`src/rtl/branch_resolver_if.sv`:
```
// Bus bundle between the fetch/execute stages and the branch resolver.
// master: pipeline side driving predictions and resolutions; slave: the resolver.
interface branch_resolver_if #(
  parameter int unsigned CNT_W = 32
) ();
  logic             stall;
  logic             pred_valid;
  logic [31:0]      pred_pc;
  logic             pred_taken;
  logic [31:0]      pred_target;
  logic             res_valid;
  logic             res_taken;
  logic [31:0]      res_target;
  logic             flush;
  logic [31:0]      redirect_pc;
  logic             update_valid;
  logic [31:0]      update_pc;
  logic             update_result;
  logic             queue_full;
  logic             queue_empty;
  logic [CNT_W-1:0] branch_count;
  logic [CNT_W-1:0] mispredict_count;
  logic [1:0]       err_sticky;

  modport master (
    output stall, pred_valid, pred_pc, pred_taken, pred_target,
    output res_valid, res_taken, res_target,
    input  flush, redirect_pc, update_valid, update_pc, update_result,
    input  queue_full, queue_empty, branch_count, mispredict_count, err_sticky
  );

  modport slave (
    input  stall, pred_valid, pred_pc, pred_taken, pred_target,
    input  res_valid, res_taken, res_target,
    output flush, redirect_pc, update_valid, update_pc, update_result,
    output queue_full, queue_empty, branch_count, mispredict_count, err_sticky
  );
endinterface

```
`src/rtl/branch_resolver.sv`:
```
// Branch resolver: in-order queue of in-flight predictions, checked against
// EX outcomes. Mispredicts raise a one-cycle flush with the corrected PC and
// discard all younger (wrong-path) entries.
module branch_resolver #(
  parameter int unsigned DEPTH = 4,
  parameter int unsigned CNT_W = 32
) (
  input logic              clk,
  input logic              rst_n,
  branch_resolver_if.slave bus
);
  localparam int unsigned PTR_W = (DEPTH > 1) ? $clog2(DEPTH) : 1;
  localparam logic [PTR_W:0]   FULL_CNT = DEPTH[PTR_W:0];
  localparam logic [PTR_W-1:0] PTR_ONE  = {{(PTR_W-1){1'b0}}, 1'b1};
  localparam logic [PTR_W:0]   CNT_ONE  = {{PTR_W{1'b0}}, 1'b1};

  typedef enum logic [0:0] {StRun, StFlush} state_e;

  state_e           state_q;
  logic [31:0]      mem_pc     [DEPTH];
  logic             mem_taken  [DEPTH];
  logic [31:0]      mem_target [DEPTH];
  logic [PTR_W-1:0] rd_ptr_q, wr_ptr_q;
  logic [PTR_W:0]   count_q;
  logic             flush_q, update_valid_q, update_result_q;
  logic [31:0]      redirect_pc_q, update_pc_q;
  logic [CNT_W-1:0] branch_count_q, mispredict_count_q;
  logic [1:0]       err_q;

  logic        full, empty, push_req, pop_req, do_push, do_pop;
  logic        underflow, overflow, mispredict;
  logic [31:0] head_pc, head_target, correct_pc;
  logic        head_taken;

  // Decode this cycle's push/pop and the compare against the oldest entry.
  always_comb begin
    full        = (count_q == FULL_CNT);
    empty       = (count_q == '0);
    push_req    = bus.pred_valid && !bus.stall && (state_q == StRun);
    pop_req     = bus.res_valid && !bus.stall && (state_q == StRun);
    do_pop      = pop_req && !empty;
    underflow   = pop_req && empty;
    head_pc     = mem_pc[rd_ptr_q];
    head_taken  = mem_taken[rd_ptr_q];
    head_target = mem_target[rd_ptr_q];
    mispredict  = do_pop && ((head_taken != bus.res_taken) ||
                             (bus.res_taken && (head_target != bus.res_target)));
    correct_pc  = bus.res_taken ? bus.res_target : head_pc + 32'd4;
    // A push alongside a mispredict is wrong-path: silently dropped.
    do_push     = push_req && (!full || do_pop) && !mispredict;
    overflow    = push_req && full && !do_pop;
  end

  // FSM, queue storage, counters and registered outputs.
  always_ff @(posedge clk or negedge rst_n) begin
    if (!rst_n) begin
      state_q            <= StRun;
      rd_ptr_q           <= '0;
      wr_ptr_q           <= '0;
      count_q            <= '0;
      flush_q            <= 1'b0;
      redirect_pc_q      <= '0;
      update_valid_q     <= 1'b0;
      update_pc_q        <= '0;
      update_result_q    <= 1'b0;
      branch_count_q     <= '0;
      mispredict_count_q <= '0;
      err_q              <= '0;
      for (int i = 0; i < int'(DEPTH); i++) begin
        mem_pc[i]     <= '0;
        mem_taken[i]  <= 1'b0;
        mem_target[i] <= '0;
      end
    end else begin
      // Pulses last exactly one cycle regardless of stall.
      flush_q        <= 1'b0;
      update_valid_q <= 1'b0;

      unique case (state_q)
        StRun:   if (mispredict) state_q <= StFlush;
        StFlush: state_q <= StRun;
        default: state_q <= StRun;
      endcase

      if (underflow) err_q[0] <= 1'b1;
      if (overflow)  err_q[1] <= 1'b1;

      if (do_pop) begin
        update_valid_q  <= 1'b1;
        update_pc_q     <= head_pc;
        update_result_q <= bus.res_taken;
        if (branch_count_q != '1) branch_count_q <= branch_count_q + 1'b1;
      end

      if (mispredict) begin
        flush_q       <= 1'b1;
        redirect_pc_q <= correct_pc;
        if (mispredict_count_q != '1) mispredict_count_q <= mispredict_count_q + 1'b1;
        rd_ptr_q <= '0;
        wr_ptr_q <= '0;
        count_q  <= '0;
      end else begin
        if (do_push) begin
          mem_pc[wr_ptr_q]     <= bus.pred_pc;
          mem_taken[wr_ptr_q]  <= bus.pred_taken;
          mem_target[wr_ptr_q] <= bus.pred_target;
          wr_ptr_q             <= wr_ptr_q + PTR_ONE;
        end
        if (do_pop) rd_ptr_q <= rd_ptr_q + PTR_ONE;
        if (do_push && !do_pop)      count_q <= count_q + CNT_ONE;
        else if (!do_push && do_pop) count_q <= count_q - CNT_ONE;
      end
    end
  end

  assign bus.flush            = flush_q;
  assign bus.redirect_pc      = redirect_pc_q;
  assign bus.update_valid     = update_valid_q;
  assign bus.update_pc        = update_pc_q;
  assign bus.update_result    = update_result_q;
  assign bus.queue_full       = full;
  assign bus.queue_empty      = empty;
  assign bus.branch_count     = branch_count_q;
  assign bus.mispredict_count = mispredict_count_q;
  assign bus.err_sticky       = err_q;
endmodule
```
`src/flat_wrapper.sv`:
```
// flat-port wrapper written by rule: the top's interface ports become plain ports
module branch_resolver_flat 
#(
  parameter int unsigned DEPTH = 4,
  parameter int unsigned CNT_W = 32
)
  (clk, rst_n, bus_stall, bus_pred_valid, bus_pred_pc, bus_pred_taken, bus_pred_target, bus_res_valid, bus_res_taken, bus_res_target, bus_flush, bus_redirect_pc, bus_update_valid, bus_update_pc, bus_update_result, bus_queue_full, bus_queue_empty, bus_branch_count, bus_mispredict_count, bus_err_sticky);
  branch_resolver_if #(.CNT_W(CNT_W)) bus_i ();
  input logic clk;
  input logic rst_n;
  input wire logic [$bits(bus_i.stall)-1:0] bus_stall;
  input wire logic [$bits(bus_i.pred_valid)-1:0] bus_pred_valid;
  input wire logic [$bits(bus_i.pred_pc)-1:0] bus_pred_pc;
  input wire logic [$bits(bus_i.pred_taken)-1:0] bus_pred_taken;
  input wire logic [$bits(bus_i.pred_target)-1:0] bus_pred_target;
  input wire logic [$bits(bus_i.res_valid)-1:0] bus_res_valid;
  input wire logic [$bits(bus_i.res_taken)-1:0] bus_res_taken;
  input wire logic [$bits(bus_i.res_target)-1:0] bus_res_target;
  output wire logic [$bits(bus_i.flush)-1:0] bus_flush;
  output wire logic [$bits(bus_i.redirect_pc)-1:0] bus_redirect_pc;
  output wire logic [$bits(bus_i.update_valid)-1:0] bus_update_valid;
  output wire logic [$bits(bus_i.update_pc)-1:0] bus_update_pc;
  output wire logic [$bits(bus_i.update_result)-1:0] bus_update_result;
  output wire logic [$bits(bus_i.queue_full)-1:0] bus_queue_full;
  output wire logic [$bits(bus_i.queue_empty)-1:0] bus_queue_empty;
  output wire logic [$bits(bus_i.branch_count)-1:0] bus_branch_count;
  output wire logic [$bits(bus_i.mispredict_count)-1:0] bus_mispredict_count;
  output wire logic [$bits(bus_i.err_sticky)-1:0] bus_err_sticky;
  assign bus_i.stall = bus_stall;
  assign bus_i.pred_valid = bus_pred_valid;
  assign bus_i.pred_pc = bus_pred_pc;
  assign bus_i.pred_taken = bus_pred_taken;
  assign bus_i.pred_target = bus_pred_target;
  assign bus_i.res_valid = bus_res_valid;
  assign bus_i.res_taken = bus_res_taken;
  assign bus_i.res_target = bus_res_target;
  assign bus_flush = bus_i.flush;
  assign bus_redirect_pc = bus_i.redirect_pc;
  assign bus_update_valid = bus_i.update_valid;
  assign bus_update_pc = bus_i.update_pc;
  assign bus_update_result = bus_i.update_result;
  assign bus_queue_full = bus_i.queue_full;
  assign bus_queue_empty = bus_i.queue_empty;
  assign bus_branch_count = bus_i.branch_count;
  assign bus_mispredict_count = bus_i.mispredict_count;
  assign bus_err_sticky = bus_i.err_sticky;
  branch_resolver #(.DEPTH(DEPTH), .CNT_W(CNT_W)) u_core (.clk(clk), .rst_n(rst_n), .bus(bus_i));
endmodule
```
`config.mk`:
```
export PLATFORM = sky130hd
export DESIGN_NAME = branch_resolver_flat
export DESIGN_NICKNAME = d
export VERILOG_FILES = /design/src/rtl/branch_resolver_if.sv /design/src/rtl/branch_resolver.sv /design/src/flat_wrapper.sv
export SDC_FILE = /design/constraint.sdc
export NUM_CORES = 1
export LEC_CHECK = 0
export ABC_AREA = 0
export CORE_MARGIN = 4
export CORE_UTILIZATION = 50
export CTS_BUF_LIST = sky130_fd_sc_hd__clkbuf_16
export DETAILED_ROUTE_END_ITERATION = 10
export GPL_TIMING_DRIVEN = 0
export PLACE_DENSITY = 0.7
export SYNTH_ARGS = -nofsm -noshare
export SYNTH_HDL_FRONTEND = slang
export SYNTH_SLANG_ARGS = --single-unit
```
`constraint.sdc`:
```
create_clock -name clk -period 8.77 [get_ports clk]
set_input_delay 1.754 -clock clk [delete_from_list [all_inputs] [get_ports clk]]
set_output_delay 1.754 -clock clk [all_outputs]
set_load 0.05 [all_outputs]
```
==> impl_metrics.toml, run 1 <==
[status]
status = "complete, no violations"

[floorplanning]
die_y_um = 200
initial_core_util_pct = 50.5
coreArea_mm2 = 0.0365
die_area_mm2 = 0.0400
std_cell_rows = 70
ios = 238
die_x_um = 200

[sta]
fin_crit_ps = 4450
finalSetupTns_ps = 0
max_freq_ghz = 0.225
finClkSkew_ps = 27.0
finalHoldViolations = 0
slew_headroom_pct = 30.0
rsz0062_at_grt = "no"
setup-violations-final = 0
post-route-period-util_pct = 50.7
worst_pin_slew_ps = 1050
slew_violations = 0

[critical_path]
worst_setup_path_end_kind = "flip-flop"
setup.worst_path.start_class = "input port"
crit_chain = "clkdlybuf4s50_1, xnor2_1, nand4_1, nor4_1, a31oi_1, nand2_2, and3_1, buf_4, buf_6, mux2_1"
critical-path-max-stage-delay_ps = 520
cp.required_ps = 9190
cp_max_fo = 10
path_class = "in -> reg"
slowest_stage = "clkdlybuf4s50_1"
arrival_ps = 4870
worst-r2r-setup-slack_ps = 4740

[pwr]
power.leakage_nw = 10.0
vdd_drop_max_mv = 0.282
power_density_mw_per_mm2 = 363

[clock_network]
clk_pin_slew_ps = 60
cts_tree = "yes"
post_cts_buffers = 0
cts_root_buf = "clkbuf_16"
cts_buffers = 44
htreeDepth = 2
cts.repair.resized = 0
cts.sinks = 401
clk-insertion-delay-late_ps = 540
holdBufCountCts = 0
clockBufferDepth = 3

[layout]
drive_above_1_share_pct = 14.7
multi_input_area_mm2 = 0.00786
final_nets = 1789
seqCellArea_mm2 = 0.0100
nFillCells = 2876
final_cells = 2183
syn_to_final_growth_pct = 24.5

[grt]
grtUsageTotal_pct = 24.1
grt-ovfl-total = 0
grt_pass1_vias = 12789
grt_antenna_before_repair = 3
grt_max_degree = 128
grt_pass1_wl_mm = 74.6

[placement]
io_buffer_count = 237
place_hpwl_mm = 35.1
dp.cells = 2100
place.gp.congestion = 0.813

[routing]
drt-total-wl_mm = 48.1
drt_iter0_markers = 608
drcViolationCount = 0
wl_per_cell_um = 22.1
ant_nets = 0
vias_per_cell = 5.67
firstDrtPassIters = 8
vias = 12377

[logic_synthesis]
async_flop_share_pct = 100
syn_nets = 1503
synthFlopType = "dfrtp_1"
syn-cell-area_mm2 = 0.0184
synth_edf_count = 0
ys_ff_latch = 401
ys_warn_count = 0
synth.yosys.seq_area_share_pct = 54.4
syn_inst = 1392
syn_avg_cell_area_um2 = 13.2
synth_cell_types = 45

[job]
cap_violations = 0

[worst_hold_path]
hold_class = "reg -> reg"
[worst max-delay path, delay by kind of cell]
kind	cells	cell delay, ps
buffers and inverters	3	1020
AND/OR/NAND/NOR	4	1180
AO/OA/AOI/OAI	1	300
XOR/XNOR	1	280
multiplexers	1	340
[cell usage in the layout (no fill, tap or decap), types with 21 or more instances in the layout]
cell	netlist	final
mux4_2	65	65
clkbuf_16	0	46
o21ai_0	38	38
mux2_2	67	67
xnor2_1	74	74
nand2_1	174	174
mux2_1	200	200
nor2_1	38	38
dfrtp_1	401	401
clkdlybuf4s50_1	0	236
and3_1	21	21
xor2_1	49	49
nand3_1	46	46
buf_6	24	24
[routing by layer]
layer	part of all wire, %	wire, µm	global-route usage (%)	up-vias
met5	0.044	21	0	-
li1	-	-	-	5531
met4	2.1	1010	5.46	4
met2	47	22700	38.8	365
met1	44	21400	35.0	6407
met3	6.3	3030	4.01	70
[where the power goes]
| part | leakage [nW] | internal (mW) | switching (mW) |
|---|---|---|---|
| combinational | 4.26 | 1.51 | 1.90 |
| sequential | 5.05 | 2.63 | 0.436 |
| clock | 0.735 | 1.12 | 0.743 |
[synthesized netlist by cell type, types with 15 or more instances]
master	count	share of area, %
mux2_1	200	12
nor2_1	38	0.77
nand2_1	174	3.5
buf_2	15	0.41
dfrtp_1	401	54
nand3_1	46	1.2
mux4_2	65	7.9
buf_6	24	1.5
clkbuf_1	18	0.37
nand4_1	19	0.64
mux2_2	67	4.1
and3_1	21	0.71
o21ai_0	38	1.0
xnor2_1	74	3.5
xor2_1	49	2.3
a21oi_1	19	0.52
[path summary, 6_finish.rpt]
check                                    startpoint                           to  cells after the start
max                              bus_res_target[22]            u_core.mem_pc[78]                     10
min in group asynchronous                     rst_n  u_core.bus.branch_count[17]                      1
max in group asynchronous                     rst_n        u_core.mem_target[12]                      3
max reg2reg                      u_core.rd_ptr_q[1]            u_core.mem_pc[78]                     11
min                        u_core.bus.err_sticky[0]     u_core.bus.err_sticky[0]                      1
min reg2reg                u_core.bus.err_sticky[0]     u_core.bus.err_sticky[0]                      1
[area by class of cell]
type / instances / share of cell area, %
Sequential cell: 401 / 43.7
Multi-Input combinational cell: 905 / 34.2
Timing Repair Buffer: 240 / 10.7
Clock buffer: 46 / 5.01
Tap cell: 468 / 2.55
Buffer: 74 / 2.17
Clock inverter: 35 / 1.38
Inverter: 12 / 0.196
Antenna cell: 2 / 0.0218
[cells by family (layout without fill, tap and decap cells)]
| kind of cell | Yosys count | count (layout) | share of synthesized area [%] |
|---|---|---|---|
| other cells | 0 | 2 | 0 |
| mux | 343 | 343 | 24.8 |
| compound gates | 66 | 66 | 1.92 |
| fa+ha+maj | 8 | 8 | 0.584 |
| buf+inv | 86 | 407 | 2.95 |
| simple gates | 365 | 365 | 9.44 |
| flops | 401 | 401 | 54.4 |
| xor+xnor | 123 | 123 | 5.84 |
[through the flow]
step / instance area [µm²] / power, mW / hold slack [ps] / setup WS [ps] / utilization (%)
2_1_floorplan: 18400 / 5.33 / 452 / 5030 / -
3_3_place_gp: 21400 / 6.40 / 452 / -11290 / 58.6
3_5_place_dp: 21500 / 6.49 / 462 / 3830 / 58.8
4_1_cts: 23000 / 8.39 / 475 / 4390 / 62.8
5_1_grt: 23000 / 8.78 / 491 / 4210 / 62.9
6_report: 23000 / 8.33 / 472 / 4320 / 62.9
[sequential cells by signal, indices dropped and copies added, names as in the netlist, 2 cells and up]
name,flops
u_core.rd_ptr_q,2
u_core.bus.mispredict_count,32
u_core.bus.branch_count,32
u_core.bus.redirect_pc,32
u_core.count_q,3
u_core.mem_pc,128
u_core.mem_taken,4
u_core.wr_ptr_q,2
u_core.bus.err_sticky,2
u_core.mem_target,128
u_core.bus.update_pc,32
No activity file was read; power rests on OpenSTA's default activity.
==> run 2, diff against run 1 <==
==> constraint.sdc (replaced) <==
create_clock -name clk -period 4.5 [get_ports clk]
set_input_delay 0.9 -clock clk [delete_from_list [all_inputs] [get_ports clk]]
set_output_delay 0.9 -clock clk [all_outputs]
set_load 0.05 [all_outputs]
==> results of run 2 <==
Same layout as run 1 (identical final DEF). Status: complete, no violations.
Among the figures that moved: setup slack after placement 3830 ps -> 413 ps; setup slack after layout 4320 ps -> 466 ps; hold slack 472 ps -> 363 ps; start point of the critical path bus_res_target[22] -> u_core.rd_ptr_q[1]; register-to-register setup slack 4740 ps -> 470 ps; total power 8.33 mW -> 16.2 mW; worst IR drop on VDD 0.282 mV -> 0.550 mV
==> run 3, diff against run 2 <==
==> constraint.sdc (replaced) <==
create_clock -name clk -period 4.3 [get_ports clk]
set_input_delay 0.86 -clock clk [delete_from_list [all_inputs] [get_ports clk]]
set_output_delay 0.86 -clock clk [all_outputs]
set_load 0.05 [all_outputs]
==> results of run 3 <==
Same layout as run 1 (identical final DEF). Status: complete, no violations.
Among the figures that moved: setup slack after placement 3830 ps -> 253 ps; setup slack after layout 4320 ps -> 266 ps; hold slack 472 ps -> 323 ps; start point of the critical path bus_res_target[22] -> u_core.rd_ptr_q[1]; register-to-register setup slack 4740 ps -> 270 ps; total power 8.33 mW -> 17.0 mW; worst IR drop on VDD 0.282 mV -> 0.576 mV
